--- src/rtl/rv32i_mc_if.sv ---
// Memory port bundle for rv32i_mc: request/acknowledge handshake
// with byte strobes; the core is master, the memory is slave.
interface rv32i_mc_if;
    logic        mem_req;
    logic        mem_we;
    logic [31:0] mem_addr;
    logic [31:0] mem_wdata;
    logic [3:0]  mem_wstrb;
    logic [31:0] mem_rdata;
    logic        mem_ack;

    modport master (
        output mem_req, mem_we, mem_addr, mem_wdata, mem_wstrb,
        input  mem_rdata, mem_ack
    );

    modport slave (
        input  mem_req, mem_we, mem_addr, mem_wdata, mem_wstrb,
        output mem_rdata, mem_ack
    );
endinterface

--- src/rtl/rv32i_mc.sv ---
// Multi-cycle RV32I/RV32E core, FETCH/EXEC/MEM/TRAP over one memory port.
// Define RV32I_MISALIGN_TRAP_EN to trap on misaligned accesses/targets.
module rv32i_mc #(
    parameter logic [31:0] RESET_PC = 32'h0000_0000,
    parameter int          NREGS    = 32
) (
    input  logic        clk,
    input  logic        rst_n,
    rv32i_mc_if.master  mem,
    output logic [31:0] pc_o,
    output logic [31:0] instret,
    output logic        trap,
    output logic [1:0]  trap_cause,
    output logic [1:0]  state
);
    typedef enum logic [1:0] {
        FETCH = 2'd0,
        EXEC  = 2'd1,
        MEM   = 2'd2,
        TRAP  = 2'd3
    } state_t;

    localparam int AW = (NREGS <= 16) ? 4 : 5;

    state_t      state_q;
    logic [31:0] pc_q, ir_q, instret_q, ea_q, sd_q;
    logic        trap_q;
    logic [1:0]  cause_q;

    logic [31:0] rf [NREGS];

    logic [6:0]  op, f7;
    logic [4:0]  rd, rs1, rs2;
    logic [2:0]  f3;
    assign op  = ir_q[6:0];
    assign rd  = ir_q[11:7];
    assign f3  = ir_q[14:12];
    assign rs1 = ir_q[19:15];
    assign rs2 = ir_q[24:20];
    assign f7  = ir_q[31:25];

    logic op_lui, op_auipc, op_jal, op_jalr, op_br;
    logic op_ld, op_st, op_imm, op_reg, op_fence, op_sys;
    assign op_lui   = op == 7'b0110111;
    assign op_auipc = op == 7'b0010111;
    assign op_jal   = op == 7'b1101111;
    assign op_jalr  = op == 7'b1100111;
    assign op_br    = op == 7'b1100011;
    assign op_ld    = op == 7'b0000011;
    assign op_st    = op == 7'b0100011;
    assign op_imm   = op == 7'b0010011;
    assign op_reg   = op == 7'b0110011;
    assign op_fence = op == 7'b0001111;
    assign op_sys   = op == 7'b1110011;

    logic [31:0] imm_i, imm_s, imm_b, imm_u, imm_j;
    assign imm_i = {{20{ir_q[31]}}, ir_q[31:20]};
    assign imm_s = {{20{ir_q[31]}}, ir_q[31:25], ir_q[11:7]};
    assign imm_b = {{19{ir_q[31]}}, ir_q[31], ir_q[7],
                    ir_q[30:25], ir_q[11:8], 1'b0};
    assign imm_u = {ir_q[31:12], 12'd0};
    assign imm_j = {{11{ir_q[31]}}, ir_q[31], ir_q[19:12],
                    ir_q[20], ir_q[30:21], 1'b0};

    logic [31:0] rs1v, rs2v;
    assign rs1v = (rs1 == 5'd0) ? 32'd0 : rf[rs1[AW-1:0]];
    assign rs2v = (rs2 == 5'd0) ? 32'd0 : rf[rs2[AW-1:0]];

    function automatic logic reg_ok(input logic [4:0] r);
        return (NREGS == 32) || !r[4];
    endfunction

    logic [31:0] alu_b, alu_y;
    assign alu_b = op_reg ? rs2v : imm_i;

    always_comb begin
        alu_y = 32'd0;
        case (f3)
            3'd0: alu_y = (op_reg && f7[5]) ? rs1v - alu_b
                                            : rs1v + alu_b;
            3'd1: alu_y = rs1v << alu_b[4:0];
            3'd2: alu_y = {31'd0, $signed(rs1v) < $signed(alu_b)};
            3'd3: alu_y = {31'd0, rs1v < alu_b};
            3'd4: alu_y = rs1v ^ alu_b;
            3'd5: alu_y = f7[5] ? $signed(rs1v) >>> alu_b[4:0]
                                : rs1v >> alu_b[4:0];
            3'd6: alu_y = rs1v | alu_b;
            3'd7: alu_y = rs1v & alu_b;
            default: alu_y = 32'd0;
        endcase
    end

    logic take;
    always_comb begin
        take = 1'b0;
        case (f3)
            3'd0: take = rs1v == rs2v;
            3'd1: take = rs1v != rs2v;
            3'd4: take = $signed(rs1v) < $signed(rs2v);
            3'd5: take = $signed(rs1v) >= $signed(rs2v);
            3'd6: take = rs1v < rs2v;
            3'd7: take = rs1v >= rs2v;
            default: take = 1'b0;
        endcase
    end

    logic        legal, use_rd, use_rs1, use_rs2, wr, jump;
    logic [31:0] wd, npc;

    always_comb begin
        legal   = 1'b0;
        use_rd  = 1'b0;
        use_rs1 = 1'b0;
        use_rs2 = 1'b0;
        wr      = 1'b0;
        jump    = 1'b0;
        wd      = alu_y;
        npc     = pc_q + 32'd4;
        unique case (1'b1)
            op_lui: begin
                legal = 1'b1; use_rd = 1'b1; wr = 1'b1;
                wd = imm_u;
            end
            op_auipc: begin
                legal = 1'b1; use_rd = 1'b1; wr = 1'b1;
                wd = pc_q + imm_u;
            end
            op_jal: begin
                legal = 1'b1; use_rd = 1'b1; wr = 1'b1;
                wd = pc_q + 32'd4;
                npc = pc_q + imm_j; jump = 1'b1;
            end
            op_jalr: begin
                legal = f3 == 3'd0;
                use_rd = 1'b1; use_rs1 = 1'b1; wr = 1'b1;
                wd = pc_q + 32'd4;
                npc = (rs1v + imm_i) & ~32'd1; jump = 1'b1;
            end
            op_br: begin
                legal = f3[2:1] != 2'b01;
                use_rs1 = 1'b1; use_rs2 = 1'b1;
                if (take) begin
                    npc = pc_q + imm_b; jump = 1'b1;
                end
            end
            op_ld: begin
                legal = f3[1:0] != 2'b11 && f3[2:1] != 2'b11;
                use_rd = 1'b1; use_rs1 = 1'b1;
            end
            op_st: begin
                legal = !f3[2] && f3[1:0] != 2'b11;
                use_rs1 = 1'b1; use_rs2 = 1'b1;
            end
            op_imm: begin
                legal = (f3 == 3'd1) ? f7 == 7'h00 :
                        (f3 == 3'd5) ? (f7 == 7'h00 || f7 == 7'h20) :
                        1'b1;
                use_rd = 1'b1; use_rs1 = 1'b1; wr = 1'b1;
            end
            op_reg: begin
                legal = f7 == 7'h00 ||
                        (f7 == 7'h20 && (f3 == 3'd0 || f3 == 3'd5));
                use_rd = 1'b1; use_rs1 = 1'b1; use_rs2 = 1'b1;
                wr = 1'b1;
            end
            op_fence: legal = f3 == 3'd0;
            op_sys:   legal = ir_q == 32'h0000_0073 ||
                              ir_q == 32'h0010_0073;
            default:  legal = 1'b0;
        endcase
    end

    logic regs_ok;
    assign regs_ok = (!use_rd  || reg_ok(rd))  &&
                     (!use_rs1 || reg_ok(rs1)) &&
                     (!use_rs2 || reg_ok(rs2));

    logic [31:0] ea_raw, ea_eff, npc_eff, st_data;
    logic        mis;
    assign ea_raw = rs1v + (op_st ? imm_s : imm_i);

`ifdef RV32I_MISALIGN_TRAP_EN
    logic mis_ls;
    assign mis_ls  = (f3[1:0] == 2'b01 && ea_raw[0]) ||
                     (f3[1:0] == 2'b10 && ea_raw[1:0] != 2'b00);
    assign mis     = (jump && npc[1:0] != 2'b00) ||
                     ((op_ld || op_st) && mis_ls);
    assign npc_eff = npc;
    assign ea_eff  = ea_raw;
`else
    assign mis     = 1'b0;
    assign npc_eff = jump ? {npc[31:2], 2'b00} : npc;
    assign ea_eff  = (f3[1:0] == 2'b01) ? {ea_raw[31:1], 1'b0} :
                     (f3[1:0] == 2'b10) ? {ea_raw[31:2], 2'b00} :
                     ea_raw;
`endif

    // Store data is replicated so every lane the strobe may pick is valid.
    assign st_data = (f3[1:0] == 2'b00) ? {4{rs2v[7:0]}}  :
                     (f3[1:0] == 2'b01) ? {2{rs2v[15:0]}} : rs2v;

    logic [31:0] lane, ld_data;
    assign lane = mem.mem_rdata >> {ea_q[1:0], 3'b000};

    always_comb begin
        ld_data = mem.mem_rdata;
        case (f3)
            3'd0:    ld_data = {{24{lane[7]}}, lane[7:0]};
            3'd1:    ld_data = {{16{lane[15]}}, lane[15:0]};
            3'd4:    ld_data = {24'd0, lane[7:0]};
            3'd5:    ld_data = {16'd0, lane[15:0]};
            default: ld_data = mem.mem_rdata;
        endcase
    end

    logic exec_ok, ls;
    assign ls      = op_ld || op_st;
    assign exec_ok = legal && regs_ok && !op_sys && !mis;

    logic        rf_we;
    logic [31:0] rf_wd;
    assign rf_we = (state_q == EXEC && exec_ok && !ls && wr) ||
                   (state_q == MEM && mem.mem_ack && op_ld);
    assign rf_wd = (state_q == MEM) ? ld_data : wd;

    always_ff @(posedge clk) begin
        if (rf_we && rd != 5'd0)
            rf[rd[AW-1:0]] <= rf_wd;
    end

    always_ff @(posedge clk or negedge rst_n) begin
        if (!rst_n) begin
            state_q   <= FETCH;
            pc_q      <= RESET_PC;
            ir_q      <= 32'd0;
            instret_q <= 32'd0;
            trap_q    <= 1'b0;
            cause_q   <= 2'd0;
            ea_q      <= 32'd0;
            sd_q      <= 32'd0;
        end else begin
            unique case (state_q)
                FETCH: if (mem.mem_ack) begin
                    ir_q    <= mem.mem_rdata;
                    state_q <= EXEC;
                end
                EXEC: begin
                    if (!(legal && regs_ok)) begin
                        state_q <= TRAP; trap_q <= 1'b1;
                        cause_q <= 2'd0;
                    end else if (op_sys) begin
                        state_q <= TRAP; trap_q <= 1'b1;
                        cause_q <= 2'd2;
                    end else if (mis) begin
                        state_q <= TRAP; trap_q <= 1'b1;
                        cause_q <= 2'd1;
                    end else if (ls) begin
                        ea_q    <= ea_eff;
                        sd_q    <= st_data;
                        state_q <= MEM;
                    end else begin
                        pc_q      <= npc_eff;
                        instret_q <= instret_q + 32'd1;
                        state_q   <= FETCH;
                    end
                end
                MEM: if (mem.mem_ack) begin
                    pc_q      <= pc_q + 32'd4;
                    instret_q <= instret_q + 32'd1;
                    state_q   <= FETCH;
                end
                TRAP: ;
                default: state_q <= TRAP;
            endcase
        end
    end

    logic [3:0] strb;
    always_comb begin
        case (f3[1:0])
            2'b00:   strb = 4'b0001 << ea_q[1:0];
            2'b01:   strb = 4'b0011 << ea_q[1:0];
            default: strb = 4'b1111;
        endcase
    end

    // Request gated by rst_n so an abandoned transfer drops at once.
    assign mem.mem_req   = rst_n && (state_q == FETCH || state_q == MEM);
    assign mem.mem_we    = state_q == MEM && op_st;
    assign mem.mem_addr  = (state_q == MEM) ? {ea_q[31:2], 2'b00} : pc_q;
    assign mem.mem_wdata = mem.mem_we ? sd_q : 32'd0;
    assign mem.mem_wstrb = mem.mem_we ? strb : 4'b0000;

    assign pc_o       = pc_q;
    assign instret    = instret_q;
    assign trap       = trap_q;
    assign trap_cause = cause_q;
    assign state      = state_q;
endmodule

--- src/flat_wrapper.sv ---
// flat-port wrapper written by rule: the top's interface ports become plain ports
module rv32i_mc_flat 
#(
    parameter logic [31:0] RESET_PC = 32'h0000_0000,
    parameter int          NREGS    = 32
)
  (clk, rst_n, pc_o, instret, trap, trap_cause, state, mem_mem_req, mem_mem_we, mem_mem_addr, mem_mem_wdata, mem_mem_wstrb, mem_mem_rdata, mem_mem_ack);
  rv32i_mc_if mem_i ();
  input  logic clk;
  input  logic rst_n;
  output logic [31:0] pc_o;
  output logic [31:0] instret;
  output logic trap;
  output logic [1:0] trap_cause;
  output logic [1:0] state;
  output wire logic [$bits(mem_i.mem_req)-1:0] mem_mem_req;
  output wire logic [$bits(mem_i.mem_we)-1:0] mem_mem_we;
  output wire logic [$bits(mem_i.mem_addr)-1:0] mem_mem_addr;
  output wire logic [$bits(mem_i.mem_wdata)-1:0] mem_mem_wdata;
  output wire logic [$bits(mem_i.mem_wstrb)-1:0] mem_mem_wstrb;
  input wire logic [$bits(mem_i.mem_rdata)-1:0] mem_mem_rdata;
  input wire logic [$bits(mem_i.mem_ack)-1:0] mem_mem_ack;
  assign mem_mem_req = mem_i.mem_req;
  assign mem_mem_we = mem_i.mem_we;
  assign mem_mem_addr = mem_i.mem_addr;
  assign mem_mem_wdata = mem_i.mem_wdata;
  assign mem_mem_wstrb = mem_i.mem_wstrb;
  assign mem_i.mem_rdata = mem_mem_rdata;
  assign mem_i.mem_ack = mem_mem_ack;
  rv32i_mc #(.RESET_PC(RESET_PC), .NREGS(NREGS)) u_core (.clk(clk), .rst_n(rst_n), .mem(mem_i), .pc_o(pc_o), .instret(instret), .trap(trap), .trap_cause(trap_cause), .state(state));
endmodule
--- config.mk ---
export PLATFORM = sky130hd
export DESIGN_NAME = rv32i_mc_flat
export DESIGN_NICKNAME = d
export VERILOG_FILES = /design/src/rtl/rv32i_mc_if.sv /design/src/rtl/rv32i_mc.sv /design/src/flat_wrapper.sv
export SDC_FILE = /design/constraint.sdc
export NUM_CORES = 2
export LEC_CHECK = 0
export BUFFER_PORTS_ARGS = -buffer_cell sky130_fd_sc_hd__buf_4
export CORE_MARGIN = 4
export CORE_UTILIZATION = 35
export CTS_BUF_LIST = sky130_fd_sc_hd__clkbuf_4
export DETAILED_ROUTE_END_ITERATION = 10
export PLACE_DENSITY = 0.62
export SYNTH_ARGS = -nofsm -noshare
export SYNTH_HDL_FRONTEND = slang
export SYNTH_SLANG_ARGS = --single-unit
--- constraint.sdc ---
create_clock -name clk -period 8.4 [get_ports clk]
set_input_delay 0.84 -clock clk [delete_from_list [all_inputs] [get_ports clk]]
set_output_delay 0.84 -clock clk [all_outputs]
set_load 0.005 [all_outputs]
; After elaboration in Yosys (flattened, before gate mapping)
; Memories as Yosys holds them, arrays and structs flattened.
; Index checks and enable logic that the tools add are counted.
[word_totals]
latch_bits = 0
output_inout_bits = 139
rom_bits = 0
mem_bits_rw = 1024
input_bits = 35
elab_cells = 161
reg_bits = 165
memories = 1
[memory_table]
columns = name, depth, word_bits, read_ports, rd_clocked_by_memory_dff, wr, line
row1 = u_core.rf, 32, 32, 2, 0, 1, rv32i_mc.sv:30  ; logic [31:0] rf [NREGS];
[op_classes]
n_mux = 50
shift = 6
add_sub_neg = 9
order_cmp = 6
n_div = 0
bitwise = 4
eq_ne = 36
mul = 0
reduce_logical = 41
[op_table]
columns = op, count
row1 = 32-bit 2-to-1 mux, 19
row2 = 32-bit one-hot mux with 8 select lines, 1
row3 = 32-bit adder, 6
row4 = 32-bit one-hot mux with 3 select lines, 2
row5 = 32-bit < comparator, 4
row6 = 32-bit one-hot mux with 2 select lines, 2
row7 = 32-bit one-hot mux with 4 select lines, 1
row8 = 32-bit >= comparator, 2
row9 = "32-bit by 1-bit adder with 32-bit output, second input constant", 1
row10 = "32-bit by 3-bit adder with 32-bit output, second input constant", 1
row11 = 32-bit AND, 1
row12 = "32-bit by 21-bit equality test with 1-bit output, second input constant", 1
row13 = 32-bit equality test, 1
row14 = "32-bit by 7-bit equality test with 1-bit output, second input constant", 1
row15 = 32-bit != test, 1
row16 = 32-bit bitwise OR, 1
row17 = 32-bit by 5-bit left shift with 32-bit output, 1
row18 = 32-bit by 5-bit right shift with 16-bit output, 1
row19 = 32-bit by 5-bit right shift with 32-bit output, 1
row20 = 32-bit by 5-bit >>> shifter with 32-bit output, 1
row21 = 32-bit subtractor, 1
row22 = 32-bit bitwise XOR, 1
row23 = "7-bit by 6-bit equality test with 1-bit output, second input constant", 4
row24 = "7-bit equality test, second input constant", 4
row25 = 39 further kinds, 93

; Longest topological paths before layout
[logic_depth]
word_depth = 13
mapped_depth = 29
depth_no_buf = 19

; Worst setup path before layout
; No wires, ideal clock.
[synth_timing]
path_kind = reg-to-reg
startpoint = register u_core.ir_q[20]
endpoint = memory u_core.rf[0][30] (data pin)
period_less_slack_ns = 7.435
setup_time_ns = 0.467
required_ns = 7.933
path_stages_with_launch = 28
t_arrival_ns = 6.968
path_slack_ns = 0.965
n_path_buf = 8
path_cell_list = dfrtp_1 -> buf_6 -> buf_12 -> buf_12 -> buf_6 -> buf_6 -> buf_4 -> buf_2 -> mux4_2 -> mux4_2 -> nand2_1 -> a21oi_1 -> inv_1 -> nor2_1 -> a21oi_1 -> ha_1 -> clkbuf_1 -> a21o_1 -> or2_2 -> nor4_1 -> o2111ai_1 -> a221o_1 -> a41o_1 -> a31oi_1 -> o311ai_0 -> o21ai_0 -> nand3_1 -> a211oi_1
[synth_between]
elab_chain_cells = 8
elab_cells_between_ends = 18
cone_classes = add/sub: 3 / shift: 3 / mux: 7 / bitwise: 3 / reduce/logical: 1 / memory: 1
[synth_rtl]
columns = item, line
row1 = start: declaration, rv32i_mc.sv:26  ; logic [31:0] pc_q, ir_q, instret_q, ea_q, sd_q;
row2 = start signal: assignment, rv32i_mc.sv:244  ; ir_q <= mem.mem_rdata;
row3 = memory read 32 x 32 bit / 5-bit zero test (equally long branches), n/a
row4 = 32-bit 2-to-1 mux, rv32i_mc.sv:67  ; assign rs2v = (rs2 == 5'd0) ? 32'd0 : rf[rs2[AW-1:0]];
row5 = 32-bit 2-to-1 mux, rv32i_mc.sv:74  ; assign alu_b = op_reg ? rs2v : imm_i;
row6 = 32-bit adder (tied with other cells), rv32i_mc.sv:80  ; : rs1v + alu_b;
row7 = 32-bit 2-to-1 mux (on tied branches), "rv32i_mc.sv:79, rv32i_mc.sv:85"
row8 = 32-bit one-hot mux with 8 select lines, rv32i_mc.sv:78  ; case (f3)
row9 = 32-bit one-hot mux with 3 select lines (*), rv32i_mc.sv:119  ; unique case (1'b1)
row10 = 32-bit 2-to-1 mux (*), rv32i_mc.sv:224  ; assign rf_wd = (state_q == MEM) ? ld_data : wd;
row11 = net u_core.rf_wd[30], rv32i_mc.sv:221  ; logic [31:0] rf_wd;
row12 = end: declaration, rv32i_mc.sv:30
; Mark *: on every way through the listed nets, which the timed path passes. The rest lies on a longest branch.

; Worst setup path after layout
[layout_timing]
startpoint = register u_core.ir_q[19]
endpoint = memory u_core.rf[15][0] (data pin)
[layout_between]
elab_chain_cells = 7
elab_cells_between_ends = 18
cone_classes = add/sub: 2 / order compare: 2 / shift: 3 / mux: 6 / bitwise: 3 / reduce/logical: 1 / memory: 1
[layout_rtl]
columns = item, line
row1 = memory read 32 x 32 bit / 5-bit zero test (equally long branches), n/a
row2 = 32-bit 2-to-1 mux (*), rv32i_mc.sv:66  ; assign rs1v = (rs1 == 5'd0) ? 32'd0 : rf[rs1[AW-1:0]];
row3 = 32-bit adder (tied with other cells), rv32i_mc.sv:80
row4 = 32-bit 2-to-1 mux (on tied branches), "rv32i_mc.sv:79, rv32i_mc.sv:85"
row5 = 32-bit one-hot mux with 8 select lines (*), rv32i_mc.sv:78
row6 = 32-bit one-hot mux with 3 select lines (*), rv32i_mc.sv:119
row7 = 32-bit 2-to-1 mux (*), rv32i_mc.sv:224
row8 = net u_core.rf_wd[0], rv32i_mc.sv:221
; Marks and branches as above.

==> results by stage <==
Yosys:
- After synthesis the netlist holds a flip-flop and latch count of approximately 1200.
- The warning count from the yosys run is 0.
- Multiplexer cells account for 19.4% of the synthesized area.
- After Yosys synthesis, and, or, nand and nor cells account for 9.05% of the synthesized area.
- The number of enable flip-flop cells after synthesis is between 1000 and 1500.
- Of the total synthesized cell area, the portion taken by XOR and XNOR cells is 2.33%.
- The area share of fa/ha/maj cells after synthesis is 3.99%.
- After synthesis, the share of flip-flops with an asynchronous set or reset is 13.7%.
- The number of library cell types mapped by synthesis is 115.
- By area, the combinational part of the netlist is dominated by multiplexers.
- The part of the Yosys area used for sequential elements is 47.4%.
- The synthesized cell area is 0.0734 sq mm.
- After technology mapping, the gate count stands at 6096.
- The dominant synthesized flop cell is sky130_fd_sc_hd__edfxtp_1.
- The per-instance average area after synthesis is 12.0 sq um.
- The compound-gate portion of the synthesized area is 14.0%.

STA:
- The highest achievable clock rate is 0.127 GHz.
- Setup repair after global routing left no endpoint under its margin.
- The routed design could run at a clock period as short as 7890 ps.
- The worst pin sits at a relative slew slack of 1.70%.
- On the final layout, the worst clock skew is approximately 150 ps.
- The total count of hold-check failures in the final report was 0.
- For the final routed database, the setup TNS stands at 0 ps.
- The number of failing setup endpoints in the final timing report is 0.
- The max-slew violation count is 0.
- For the pin with the worst max-slew slack, the measured transition is 1460 ps.
- After layout, the worst path uses 93.9% of the clock period.

Floorplanning:
- The die is 466 microns tall.
- The floorplan step defined a die boundary enclosing 0.217 sq mm.
- After floorplanning, the core was sized to cover 0.208 sq mm.
- The die is 466 microns wide.
- The initial standard-cell utilization of the core is between 30% and 40%.
- The placement row count is 167.
- The I/O pin count is approximately 170.

Cells and area:
- The share of cells above drive strength 1 is roughly a quarter.
- The area added between synthesis and finish is 13.7%.
- The flip-flop and latch area is between 0.03 and 0.04 sq mm.
- The area of combinational cells with multiple inputs is between 0.03 and 0.04 sq mm.
- After filler insertion, the fill cell instance count of the layout stands at 19800.
- The net count of the finished layout is 6792.

Min path:
- The path with the worst hold slack has its endpoint at u_core.ir_q[14].
- The number of cells traversed by the worst hold path is 3.
- The startpoint of the most critical hold path is mem_mem_rdata[14].
- The class of the most critical hold timing path is in2reg.

Route:
- Summed over all nets, wire length on met3 after detailed routing comes to 35.3 mm.
- The average wire length per cell after detail routing is 34.0 microns.
- The remaining design rule violation count is 0.
- After detailed routing, no signal wire sits above met5.
- The detail route stage leaves a number of antenna-violating nets equal to 0.
- The routed design uses 143 mm of met2 wire.
- For this run, the detailed router's first-pass iteration total came to 8.
- After detailed routing, the wire length on met1 is 123 mm.
- In the routed layout, each cell is associated on average with a via count of 6.37.
- After the first detailed-routing iteration, the DRC count stood at 8200.
- The final route contains 60900 vias.
- The wire length after detailed routing is 324 mm.

Worst setup path:
- The critical path data required time is slightly above 9000 ps.
- The worst register-to-register path has a depth of 19.
- In this design, the stage delay of the slowest critical-path cell is 1100 ps.
- The worst register-to-register path ends at u_core.rf[15][0].
- Along the worst path, the maximum fanout reaches 32.
- Broken down by cell family, the worst path's largest delay share belongs to compound AO/OA/AOI/OAI gates.
- Among all stages on the critical path, the largest delay is contributed by sky130_fd_sc_hd__o21ai_0.
- The category of the worst setup path capture point is a flop.
- The critical path in this run is classified as reg2reg.
- The kind of launch point of the worst setup path is a flop.
- The number of buffers and inverters on the critical path is 5.
- The most numerous cell type found on the critical path is sky130_fd_sc_hd__buf_4.
- The signal on the critical path passes through or4b_1 -> buf_4 -> buf_4 -> o22ai_1 -> nor4_1 -> buf_4 -> o21ai_1 -> ha_1 -> o21ai_0 -> a21oi_1 -> o211ai_1 -> o2111ai_1 -> a221o_1 -> a41o_1 -> a31oi_1 -> buf_4 -> o21ai_0 -> a31oi_2 -> buf_4.
- The startpoint of the worst register-to-register path is u_core.ir_q[19].
- The arrival time at the worst endpoint is 8830 ps.
- Setup slack on the worst reg-to-reg path comes out at 510 ps.

Clock tree:
- The register clock-pin slew on the reported worst setup and hold paths is around 70 ps.
- The count of clock tree sinks is 1186.
- The number of buffers between clock root and the deepest sink is 4.
- Post-CTS timing repair inserted 0 buffers for setup.
- The clock tree synthesis step divided the H-tree into 5 levels.
- In this run the clock root is driven by a sky130_fd_sc_hd__clkbuf_4.
- Gates resized during post-CTS repair numbered 0.
- For the worst-skew pair, the clock arrives at the later sink with an insertion delay of 1370 ps.
- Counting the buffers created by CTS gives 328.
- The clock tree from TritonCTS is yes.

Run status:
- The final reports fail on max-capacitance violations.
- The flow ran to the end, but the final reports show violations.

GRT:
- The initial antenna violation count was 26.
- For this run the aggregate overflow at the end of global routing stands at 0.
- The maximum number of pins on one net before global-route repair is 71.
- Global routing used 28.9% of the available tracks across all layers.
- The number of global-route vias before repair came to slightly below 60000.
- The first global-routing pass estimated 450 mm of wire.

Placement:
- After legalization and detailed placement, the total HPWL measured 230 mm.
- The count of buffers added on input and output ports is 170.
- The routability congestion estimate is approximately 1.1.

Flow run:
- The max-cap violation count is 1.
[flip-flops by register name, summed over array words and instances, names as in the netlist]
register	cells
u_core.rf	1023
u_core.ea_q	32
u_core.instret	32
u_core.ir_q	32
u_core.sd_q	32
u_core.pc_o	31
u_core.state	2
u_core.trap	1
u_core.trap_cause	1
[cell type report]
class                   instances  area share, %
flip-flops and latches       1186           41.7
diodes                         24         0.0720
multi-input cells            4352           43.6
clock inverters                86          0.543
inverters                     157          0.706
clock buffers                 457           4.11
repair buffers                502           5.01
well taps                    2788           4.18
[routing by layer]
metal	GRT usage [%]	vias up
li1	-	25000
met1	37.2	30600
met2	43.8	4353
met3	7.08	934
met4	17.8	8
met5	0	-
[synthesized netlist by cell type, types with 133 or more instances]
master,number,share of area (%)
sky130_fd_sc_hd__nor2_1,307,1.6
sky130_fd_sc_hd__ha_1,223,3.8
sky130_fd_sc_hd__mux2i_1,416,5.7
sky130_fd_sc_hd__edfxtp_1,1023,42
sky130_fd_sc_hd__a21oi_1,396,2.7
sky130_fd_sc_hd__inv_1,150,0.77
sky130_fd_sc_hd__clkbuf_1,216,1.1
sky130_fd_sc_hd__o21ai_0,358,2.4
sky130_fd_sc_hd__mux2_2,142,2.2
sky130_fd_sc_hd__xnor2_1,133,1.6
sky130_fd_sc_hd__mux4_2,357,11
sky130_fd_sc_hd__dfrtp_1,163,5.6
sky130_fd_sc_hd__nand2_1,448,2.3
[tightest hold or removal path, cell delays in order]
cell,delay (ps)
sky130_fd_sc_hd__dlygate4sd3_1,530
sky130_fd_sc_hd__buf_4,140
sky130_fd_sc_hd__mux2_2,140
[cell families after synthesis]
group / Yosys count
muxes: 931
other: 1
xor gates and xnor gates: 195
adders and majority gates: 230
AOI/OAI and AO/OA: 1585
and+or+nand+nor: 1377
buffers and inverters: 591
DFF: 1186
[through the flow]
step | area (sq um) | setup slack [ps] | hold slack, ps | util (%) | cells
finish | 83500 | 510 | 398 | 40.1 | 9552
detailed placement | 79200 | 987 | 459 | 38.1 | 8949
floorplan | 73600 | 965 | 442 | - | 6129
global route | 83400 | 264 | 341 | 40.1 | 9533
CTS | 83400 | 805 | 279 | 40.1 | 9528
global placement | 79200 | 1020 | 456 | 38.1 | 8949
[placed cells by master, fill, tap and decap left out, types with 40 or more instances in the layout]
cell / count
sky130_fd_sc_hd__edfxtp_1: 1023
sky130_fd_sc_hd__clkbuf_4: 457
sky130_fd_sc_hd__nand2_1: 448
sky130_fd_sc_hd__buf_4: 440
sky130_fd_sc_hd__mux2i_1: 416
sky130_fd_sc_hd__a21oi_1: 392
sky130_fd_sc_hd__mux4_2: 357
sky130_fd_sc_hd__o21ai_0: 355
sky130_fd_sc_hd__nor2_1: 273
sky130_fd_sc_hd__ha_1: 222
sky130_fd_sc_hd__inv_1: 150
sky130_fd_sc_hd__dfrtp_1: 150
sky130_fd_sc_hd__mux2_2: 142
sky130_fd_sc_hd__xnor2_1: 133
sky130_fd_sc_hd__nand3_1: 132
sky130_fd_sc_hd__o22ai_1: 121
sky130_fd_sc_hd__a22oi_1: 101
sky130_fd_sc_hd__nor3_1: 89
sky130_fd_sc_hd__a21o_1: 83
sky130_fd_sc_hd__a211oi_1: 68
sky130_fd_sc_hd__clkinv_1: 64
sky130_fd_sc_hd__xor2_1: 62
sky130_fd_sc_hd__nor2b_1: 57
sky130_fd_sc_hd__and2_1: 50
sky130_fd_sc_hd__a221oi_1: 47
sky130_fd_sc_hd__nand4_1: 46
sky130_fd_sc_hd__or3_1: 43
sky130_fd_sc_hd__and3_1: 41
sky130_fd_sc_hd__o21bai_1: 40
[worst max-delay path by stage]
| stage | startpoint | endpoint | slack [ps] | depth (start not counted) |
|---|---|---|---|---|
| finish | u_core.ir_q[19] | u_core.rf[15][0] | 510 | 19 |
| global placement | u_core.ir_q[20] | u_core.rf[0][27] | 1020 | 20 |
| floorplan | u_core.ir_q[20] | u_core.rf[0][30] | 970 | 27 |
| global route | u_core.ir_q[20] | u_core.rf[15][0] | 260 | 17 |
| detailed placement | u_core.ir_q[20] | u_core.rf[6][27] | 990 | 20 |
| CTS | u_core.ir_q[20] | u_core.rf[5][27] | 800 | 20 |
[repair_timing]
item                       CTS  global route
setup endpoints to repair    0             0
hold endpoints to repair    62             0
hold buffers                36             0
Power is left out: the tool's default activity adds up to more than one toggle a clock period on the data nets, which glitch-free logic cannot reach.
